$ cat config.mk
export PLATFORM = sky130hd
export DESIGN_NAME = hud_overlay
export DESIGN_NICKNAME = d
export VERILOG_FILES = /design/src/rtl/hud_overlay.sv
export SDC_FILE = /design/constraint.sdc
export NUM_CORES = 1
export LEC_CHECK = 0
export CAP_MARGIN = 20
export CELL_PAD_IN_SITES_DETAIL_PLACEMENT = 1
export CELL_PAD_IN_SITES_GLOBAL_PLACEMENT = 1
export CORE_MARGIN = 2
export CORE_UTILIZATION = 50
export CTS_CLUSTER_DIAMETER = 50
export CTS_CLUSTER_SIZE = 24
export DETAILED_ROUTE_END_ITERATION = 7
export PLACE_DENSITY = 0.95
export SLEW_MARGIN = 0
export SYNTH_ARGS = -nofsm -noshare
export SYNTH_HDL_FRONTEND = slang
export SYNTH_SLANG_ARGS = --single-unit
$ cat constraint.sdc
create_clock -name clk -period 4.9 [get_ports clk]
set_clock_uncertainty 0.15 [all_clocks]
set_input_delay 0.98 -clock clk [delete_from_list [all_inputs] [get_ports clk]]
set_output_delay 0.98 -clock clk [all_outputs]
set_load 0.03 [all_outputs]
$ cat src/rtl/hud_overlay.sv
// HUD/text overlay: score, high score, level, title, flashing prompt and end-of-game banners.
// Two-cycle pixel pipeline feeding an external glyph ROM; define HUD_HISCORE_EN to include the high score.
module hud_overlay #(
  parameter int          SCORE_DIGITS = 3,
  parameter int          FLASH_BITS   = 24,
  parameter logic [5:0]  FG_COLOR     = 6'b110000,
  parameter logic [5:0]  BG_COLOR     = 6'b000000,
  parameter int          X_LEFT       = 96,
  parameter int          X_RIGHT      = 544,
  parameter int          HUD_SCALE    = 2,
  parameter int          TITLE_SCALE  = 7,
  parameter int          BANNER_SCALE = 5
) (
  input  logic                      clk,
  input  logic                      rst_n,
  input  logic [1:0]                state,
  input  logic [3:0]                level,
  input  logic [9:0]                col_pos,
  input  logic [9:0]                row_pos,
  input  logic                      btn_up_tick,
  input  logic                      btn_down_tick,
  output logic [7:0]                glyph_char,
  output logic [9:0]                glyph_row,
  input  logic [7:0]                glyph_bits,
  output logic [5:0]                color,
  output logic [4*SCORE_DIGITS-1:0] score_bcd,
  output logic [4*SCORE_DIGITS-1:0] hiscore_bcd
);

  localparam int SW = 4 * SCORE_DIGITS;
  localparam logic [1:0] ST_MENU    = 2'd0;
  localparam logic [1:0] ST_PLAYING = 2'd1;
  localparam logic [1:0] ST_DEAD    = 2'd2;
  localparam logic [1:0] ST_WIN     = 2'd3;
  localparam logic [SW-1:0] ALL9 = {SCORE_DIGITS{4'h9}};

`ifdef HUD_HISCORE_EN
  localparam int SC_CHARS = 8 + 2 * SCORE_DIGITS;
`else
  localparam int SC_CHARS = 4 + SCORE_DIGITS;
`endif
  localparam int SC_X0 = X_LEFT + 5;
  localparam int SC_Y0 = 5;
  localparam int HUD_H = 8 * HUD_SCALE;
  localparam int LV_X0 = X_RIGHT - 5 - 5 * 8 * HUD_SCALE;
  localparam int TT_X0 = X_LEFT + 224 - 28 * TITLE_SCALE;
  localparam int TT_Y0 = 190 - 5 * TITLE_SCALE;
  localparam int PR_X0 = 320 - 11 * 8 * HUD_SCALE;
  localparam int PR_Y0 = 330;
  localparam int GO_X0 = 320 - (9 * 8 * BANNER_SCALE) / 2;
  localparam int YW_X0 = 320 - (7 * 8 * BANNER_SCALE) / 2;
  localparam int BN_Y0 = 180;

  localparam logic [191:0] S_TITLE  = {136'd0, "FROGGER"};
  localparam logic [191:0] S_PROMPT = {16'd0, "PRESS ANY KEY TO START"};
  localparam logic [191:0] S_OVER   = {120'd0, "GAME OVER"};
  localparam logic [191:0] S_WIN    = {136'd0, "YOU WIN"};
  localparam logic [31:0]  S_PTS    = "PTS:";
  localparam logic [31:0]  S_HI     = " HI:";
  localparam logic [31:0]  S_LVL    = "LVL:";

  function automatic logic in_box(input int c, input int r, input int x0, input int y0,
                                  input int w, input int h);
    return (c >= x0) && (c < x0 + w) && (r >= y0) && (r < y0 + h);
  endfunction

  function automatic logic [7:0] pick(input logic [191:0] s, input int n, input int idx);
    return s[8*(n-1-idx) +: 8];
  endfunction

  function automatic logic [SW-1:0] bcd_inc(input logic [SW-1:0] v);
    logic [SW-1:0] r;
    logic          cy;
    r  = v;
    cy = 1'b1;
    for (int i = 0; i < SCORE_DIGITS; i++) begin
      if (cy) begin
        if (r[4*i +: 4] == 4'd9) begin
          r[4*i +: 4] = 4'd0;
        end else begin
          r[4*i +: 4] = r[4*i +: 4] + 4'd1;
          cy = 1'b0;
        end
      end
    end
    return r;
  endfunction

  logic [9:0]            progress_q, progress_d;
  logic [SW-1:0]         score_q, score_d;
  logic [13:0]           score_bin_q, score_bin_d;
  logic [SW-1:0]         hiscore_q;
  logic [FLASH_BITS-1:0] flash_tmr_q, flash_tmr_d;
  logic                  flash_q, flash_d;
  logic                  prev_menu_q;

  function automatic logic [7:0] score_char(input int idx, input logic [SW-1:0] sc,
                                            input logic [SW-1:0] hi);
    logic [7:0] c;
    c = 8'h20;
    if (idx < 4)
      c = S_PTS[8*(3-idx) +: 8];
    else if (idx < 4 + SCORE_DIGITS)
      c = {4'h3, sc[4*(SCORE_DIGITS-1-(idx-4)) +: 4]};
    else if (idx < 8 + SCORE_DIGITS)
      c = S_HI[8*(7+SCORE_DIGITS-idx) +: 8];
    else
      c = {4'h3, hi[4*(SCORE_DIGITS-1-(idx-8-SCORE_DIGITS)) +: 4]};
    return c;
  endfunction

  function automatic logic [7:0] level_char(input int idx, input logic [3:0] lv);
    logic [7:0] c;
    if (idx < 4)
      c = S_LVL[8*(3-idx) +: 8];
    else if (lv < 4'd10)
      c = {4'h3, lv};
    else
      c = 8'h41 + {4'h0, lv - 4'd10};
    return c;
  endfunction

  always_comb begin
    progress_d = progress_q;
    if (state == ST_MENU)
      progress_d = '0;
    else if (state == ST_PLAYING && (btn_up_tick ^ btn_down_tick)) begin
      if (btn_up_tick)
        progress_d = progress_q + 10'd1;
      else if (progress_q != 10'd0)
        progress_d = progress_q - 10'd1;
    end

    score_d     = score_q;
    score_bin_d = score_bin_q;
    if (state == ST_MENU) begin
      score_d     = '0;
      score_bin_d = '0;
    end else if ({4'd0, progress_q} > score_bin_q && score_q != ALL9) begin
      score_d     = bcd_inc(score_q);
      score_bin_d = score_bin_q + 14'd1;
    end

    // Entering MENU restarts the blink with the prompt shown.
    flash_tmr_d = flash_tmr_q + 1'b1;
    flash_d     = flash_q;
    if (state == ST_MENU && !prev_menu_q) begin
      flash_tmr_d = '0;
      flash_d     = 1'b1;
    end else if (flash_tmr_q == '1) begin
      flash_d = ~flash_q;
    end
  end

  always_ff @(posedge clk or negedge rst_n) begin
    if (!rst_n) begin
      progress_q  <= '0;
      score_q     <= '0;
      score_bin_q <= '0;
      flash_tmr_q <= '0;
      flash_q     <= 1'b1;
      prev_menu_q <= 1'b0;
    end else begin
      progress_q  <= progress_d;
      score_q     <= score_d;
      score_bin_q <= score_bin_d;
      flash_tmr_q <= flash_tmr_d;
      flash_q     <= flash_d;
      prev_menu_q <= (state == ST_MENU);
    end
  end

`ifdef HUD_HISCORE_EN
  // Unsigned compare on packed BCD matches a most-significant-digit-first compare.
  always_ff @(posedge clk or negedge rst_n) begin
    if (!rst_n)
      hiscore_q <= '0;
    else if (score_q > hiscore_q)
      hiscore_q <= score_q;
  end
`else
  assign hiscore_q = '0;
`endif

  logic       hit_d, hit_q;
  logic [7:0] char_d, char_q;
  logic [9:0] row_d, row_q;
  logic [2:0] bit_d, bit_q;
  logic [5:0] color_q;
  int         cx, ry, lx, ly;

  always_comb begin
    cx     = int'(col_pos);
    ry     = int'(row_pos);
    lx     = 0;
    ly     = 0;
    hit_d  = 1'b0;
    char_d = 8'h00;
    if (in_box(cx, ry, SC_X0, SC_Y0, SC_CHARS * HUD_H, HUD_H)) begin
      lx = (cx - SC_X0) / HUD_SCALE;  ly = (ry - SC_Y0) / HUD_SCALE;
      char_d = score_char(lx / 8, score_q, hiscore_q);
      hit_d  = 1'b1;
    end else if (in_box(cx, ry, LV_X0, SC_Y0, 5 * HUD_H, HUD_H)) begin
      lx = (cx - LV_X0) / HUD_SCALE;  ly = (ry - SC_Y0) / HUD_SCALE;
      char_d = level_char(lx / 8, level);
      hit_d  = 1'b1;
    end else if (state == ST_MENU &&
                 in_box(cx, ry, TT_X0, TT_Y0, 56 * TITLE_SCALE, 8 * TITLE_SCALE)) begin
      lx = (cx - TT_X0) / TITLE_SCALE;  ly = (ry - TT_Y0) / TITLE_SCALE;
      char_d = pick(S_TITLE, 7, lx / 8);
      hit_d  = 1'b1;
    end else if (state == ST_MENU && flash_q &&
                 in_box(cx, ry, PR_X0, PR_Y0, 22 * HUD_H, HUD_H)) begin
      lx = (cx - PR_X0) / HUD_SCALE;  ly = (ry - PR_Y0) / HUD_SCALE;
      char_d = pick(S_PROMPT, 22, lx / 8);
      hit_d  = 1'b1;
    end else if (state == ST_DEAD &&
                 in_box(cx, ry, GO_X0, BN_Y0, 72 * BANNER_SCALE, 8 * BANNER_SCALE)) begin
      lx = (cx - GO_X0) / BANNER_SCALE;  ly = (ry - BN_Y0) / BANNER_SCALE;
      char_d = pick(S_OVER, 9, lx / 8);
      hit_d  = 1'b1;
    end else if (state == ST_WIN &&
                 in_box(cx, ry, YW_X0, BN_Y0, 56 * BANNER_SCALE, 8 * BANNER_SCALE)) begin
      lx = (cx - YW_X0) / BANNER_SCALE;  ly = (ry - BN_Y0) / BANNER_SCALE;
      char_d = pick(S_WIN, 7, lx / 8);
      hit_d  = 1'b1;
    end
    row_d = 10'(ly);
    bit_d = 3'd7 - 3'(lx);
  end

  always_ff @(posedge clk or negedge rst_n) begin
    if (!rst_n) begin
      hit_q   <= 1'b0;
      char_q  <= '0;
      row_q   <= '0;
      bit_q   <= '0;
      color_q <= BG_COLOR;
    end else begin
      hit_q   <= hit_d;
      char_q  <= char_d;
      row_q   <= row_d;
      bit_q   <= bit_d;
      color_q <= (hit_q && glyph_bits[bit_q]) ? FG_COLOR : BG_COLOR;
    end
  end

  assign glyph_char  = char_q;
  assign glyph_row   = row_q;
  assign color       = color_q;
  assign score_bcd   = score_q;
  assign hiscore_bcd = hiscore_q;

endmodule

==> key figures, run 1 <==
Floorplan
  – Starting Density: 50.7%
  – Die Span X: 191 µm
  – I/O pin cnt: 86
  – Die H: 191 µm
  – Row count: 68

Placement
  – IO Port Bufs: 68
  – Final GP Congestion: 1.02
  – DPL Wire Length: 103 mm

Yosys
  – Mapped Cells: 2487
  – Compound-gate portion of the synthesized area: 31.5%
  – Fraction of registers with async set or reset after synthesis: 100%
  – Sequential area share after synthesis: 12.0%
  – Seq cells post-synth: 84
  – Simple-gate share of the synthesized area: 27.0%
  – Main synth FF type: dfrtp_1
  – Yosys cell types: 113
  – Syn Std Cell Area: 17500 µm²
  – Post-synthesis mux area share: 2.89%
  – Post-synth EDFFs: 0
  – Avg Synthesized Cell Area: 7.02 µm²
  – Main combinational cell family by area after synthesis: compound AO/OA/AOI/OAI gates
  – Syn. warnings: 0
  – Post-synthesis xor/xnor area fraction: 11.0%
  – Post-Synth Adder-Cell Area: 9.65%

Run status
  – Status: did not finish
  – Stop stage: detailed placement
  – Stop err: [ERROR DPL-0033] detailed placement checks failed during check placement.
==> logic make-up after synthesis <==
| kind of cell | Yosys count |
|---|---|
| AOI/OAI and AO/OA | 806 |
| DFF | 84 |
| adders and majority gates | 134 |
| other | 1 |
| and+or+nand+nor | 964 |
| buffers and inverters | 239 |
| muxes | 45 |
| xor gates and xnor gates | 214 |
==> cells in the mapped netlist (all sizes together), types with 24 or more instances <==
cell | number | share of area (%)
nor2 | 247 | 5.3
nand2 | 231 | 5.0
o21ai | 200 | 5.8
a21oi | 165 | 4.8
xnor2 | 151 | 7.7
ha | 125 | 9.0
nand3 | 105 | 3.0
nor3 | 96 | 2.8
inv | 92 | 2.0
clkbuf | 87 | 1.9
dfrtp | 83 | 12
xor2 | 62 | 3.2
buf | 53 | 1.8
a211oi | 42 | 1.9
o211ai | 40 | 1.7
a31oi | 38 | 1.6
nand4 | 38 | 1.4
nor4 | 35 | 1.3
mux2i | 32 | 1.9
or3 | 31 | 1.1
nor2b | 30 | 1.1
a21o | 29 | 1.3
and3 | 28 | 1.0
or2 | 26 | 0.93
o21a | 25 | 1.1
nand2b | 24 | 0.86
==> through the flow <==
step	hold WS [ns]	TNS, ns
after floorplan	0.289	-35.73
after global placement	0.304	-48.71
==> run 2: changes to the inputs <==
==> config.mk (replaced) <==
export PLATFORM = sky130hd
export DESIGN_NAME = hud_overlay
export DESIGN_NICKNAME = d
export VERILOG_FILES = /design/src/rtl/hud_overlay.sv
export SDC_FILE = /design/constraint.sdc
export NUM_CORES = 1
export LEC_CHECK = 0
export CAP_MARGIN = 20
export CORE_MARGIN = 2
export CORE_UTILIZATION = 40
export DETAILED_ROUTE_END_ITERATION = 7
export PLACE_DENSITY_LB_ADDON = 0.15
export SLEW_MARGIN = 0
export SYNTH_ARGS = -nofsm -noshare
export SYNTH_HDL_FRONTEND = slang
export SYNTH_SLANG_ARGS = --single-unit
==> run 2 against run 1 <==
Net effect: the flow now finishes, with violations (negative setup slack); synthesized cell count is the same; area after synthesis is the same.
==> key figures, run 2 <==
Yosys
  – Fraction of registers with async set or reset after synthesis: 100% (unchanged)
  – Syn Std Cell Area: 17500 µm² (unchanged)
  – Top post-synthesis cells by area: dfrtp_1 (12%), ha_1 (9.0%), xnor2_1 (7.4%)
  – Synth top cells by count: nor2_1 (246), nand2_1 (231), o21ai_0 (176), a21oi_1 (163), xnor2_1 (147)
  – Cell taking the most area after synthesis: dfrtp_1
  – Sequential area share after synthesis: 12.0% (unchanged)
  – Avg Synthesized Cell Area: 7.02 µm² (unchanged)
  – Main synth FF type: dfrtp_1
  – Mapped Cells: 2487 (unchanged)
  – Seq cells post-synth: 84 (unchanged)
  – Synth top area share: 11.9% (unchanged)
  – Yosys cell types: 113 (unchanged)
  – Post-synth EDFFs: 0 (unchanged)
  – Syn. warnings: 0 (unchanged)
  – Top-count cell post-synth: nor2_1

Floorplan
  – Core Footprint: 43100 µm²
  – Die Span X: 213 µm (+12%)
  – DIE AREA: 45300 µm²
  – Row count: 76 (+12%)
  – Starting Density: 40.5% (-10 points)
  – I/O pin cnt: 86 (unchanged)
  – Die H: 213 µm (+12%)

Run status
  – Failing checks: negative setup slack
  – Status: finished with violations

STA
  – WHS: 0.321 ns
  – Final setup vio count: 20
  – Final worst slack: -2.84 ns
  – Post-route clock period utilization: 158%
  – Peak Freq: 129 MHz
  – Hold Vio Cnt, Final: 0
  – Rel. slew slack: 48.8%
  – Final min period: 7.74 ns
  – Worst-Margin Slew: 0.760 ns
  – Final TNS setup: -32.44 ns
  – Slew Viols, Final: 0
  – RSZ-0062 raised after global routing: true

Power
  – Sw Share: 45.7%
  – Net Sw Power: 3.66 mW
  – Leak Pwr: 12.0 nW
  – Seq pwr share: 11.4%
  – Pwr Density: 289 nW/µm²
  – Pint: 4.36 mW
  – Peak supply drop: 0.000268 V
  – Clk network pwr share: 8.2%
  – Pwr Total: 8.02 mW
  – Comb pwr share: 80.3%

Final layout
  – Largest Register: flash_tmr_q
  – Number of flip-flops in the largest register: 24
  – Most frequent cells in the layout: buf_4 (871), nor2_1 (225), nand2_1 (224)
  – Register area: 2100 µm²
  – Commonest non-fill, non-tap cell in the layout: buf_4
  – Antenna fix cells: 0
  – Area grow syn2layout: 58.7%
  – Nets: 3528
  – Multi-input gate area: 16300 µm²
  – Filler instances: 3798
  – Core Util, Final: 64.3%
  – Final std cells w/o fill: 3951
  – Layout cells sized above 1: 38.4%
  – Final instance area: 27700 µm²

Route
  – Total wire length: 70.7 mm
  – DRT Pass-1 Iters: 5
  – Antenna-violating nets left: 0
  – Number of DRC markers in iteration 0: 1601
  – Residual DRC count: 0
  – WL/cell: 17.9 µm
  – Routed vias/inst: 5.76
  – Via count: 22800

Placement
  – Pre-CTS setup slack: -3.69 ns
  – IO Port Bufs: 68 (unchanged)
  – Placed Instances: 3836
  – DP Area: 25200 µm²
  – DPL Wire Length: 55.0 mm (-46%)
  – Final GP Congestion: 0.982 (-4.0%)

Setup path
  – Critical-path maximum fanout: 6
  – Reg2reg setup slack: 1.49 ns
  – Slowest cell on the critical path: a2111oi_2
  – Setup crit end kind: flop
  – Kind of critical path: in2reg
  – CP Launch Type: input pin
  – CP peak stage delay: 0.57 ns
  – CP arrival: 7.84 ns
  – Req. time, crit path: 5.01 ns
  – R2R depth: 17

Clocking
  – Root buffer selected by CTS: clkbuf_16
  – CTS Hold Bufs: 0
  – Clk sinks: 84
  – Htree depth: 3
  – TritonCTS buffer count: 9
  – CTS tree: yes
  – Worst-case clock buffer depth: 2
  – Clock transition at the registers of the reported paths: 0.06 ns
  – Skew-Pair Late Insertion Delay: 0.35 ns

GRT
  – Total grt overflow: 0
  – Pin count of the biggest net entering global routing: 85
  – Number of global-route vias before repair: 21900
  – First-pass GRT wire length: 111 mm
  – All-Layer GR Usage: 30.0%
  – Initial antenna violation count: 0

Worst hold path
  – Hold crit path type: in2async

Flow run
  – Max_cap viols: 0
[run 2: routing by layer]
metal	up-vias	wire length (µm)	global-route usage (%)
met4	0	1960	7.45
li1	11000	-	-
met2	684	33700	51.6
met3	139	3530	2.72
met5	-	0	0
met1	10900	31500	40.2
[run 2: power groups by stage]
stage                     Combinational [mW]  Clock (mW)  Sequential (mW)
after global placement                  5.52           0            0.920
after floorplan                         3.24           0            0.937
after global routing                    6.95       0.702            0.932
after detailed placement                5.63           0            0.926
final                                   6.44       0.661            0.917
after CTS                               6.04       0.669            0.916
[run 2: path summary, 6_finish.rpt]
| kind | from | end |
|---|---|---|
| max | col_pos[3] | glyph_char[1] |
| min | rst_n | score_bin_q[4] |
| max reg2reg | progress_q[1] | score_bcd[11] |
| min reg2reg | hit_q | color[4] |
| max in group asynchronous | rst_n | flash_q |
| min in group clk | hit_q | color[4] |
[run 2: final cells by class]
cell class | count | area share [%]
clock inverter | 5 | 0.194
clock buffer | 10 | 0.826
tap | 585 | 2.64
multi-input combinational | 2180 | 58.9
timing repair buffer | 988 | 28.4
sequential | 84 | 7.59
inverter | 99 | 1.49
[run 2: kinds of logic after synthesis]
logic type               Yosys count  share of synthesized area [%]
XOR/XNOR                         214                           11.0
AO/OA/AOI/OAI                    806                           31.5
multiplexers                      45                           2.89
AND/OR/NAND/NOR                  964                           27.0
other                              1                         0.0215
adder cells (fa/ha/maj)          134                           9.65
buffers and inverters            239                           5.80
flip-flops                        84                           12.0
[run 2: repair_timing]
item,4_1_cts,5_1_grt
buffers inserted,47,61
resized for setup,213,162
endpoints found under the setup margin,20,20
pin swaps,126,106
gates cloned,0,1
[run 2: critical path: cells and delay by family]
kind,cells,cell delay [ns]
AO/OA/AOI/OAI,11,2.76
XOR/XNOR,2,0.29
adder cells (fa/ha/maj),6,1.02
buffers and inverters,6,0.66
AND/OR/NAND/NOR,8,2.09
No activity file was read; power rests on OpenSTA's default activity.
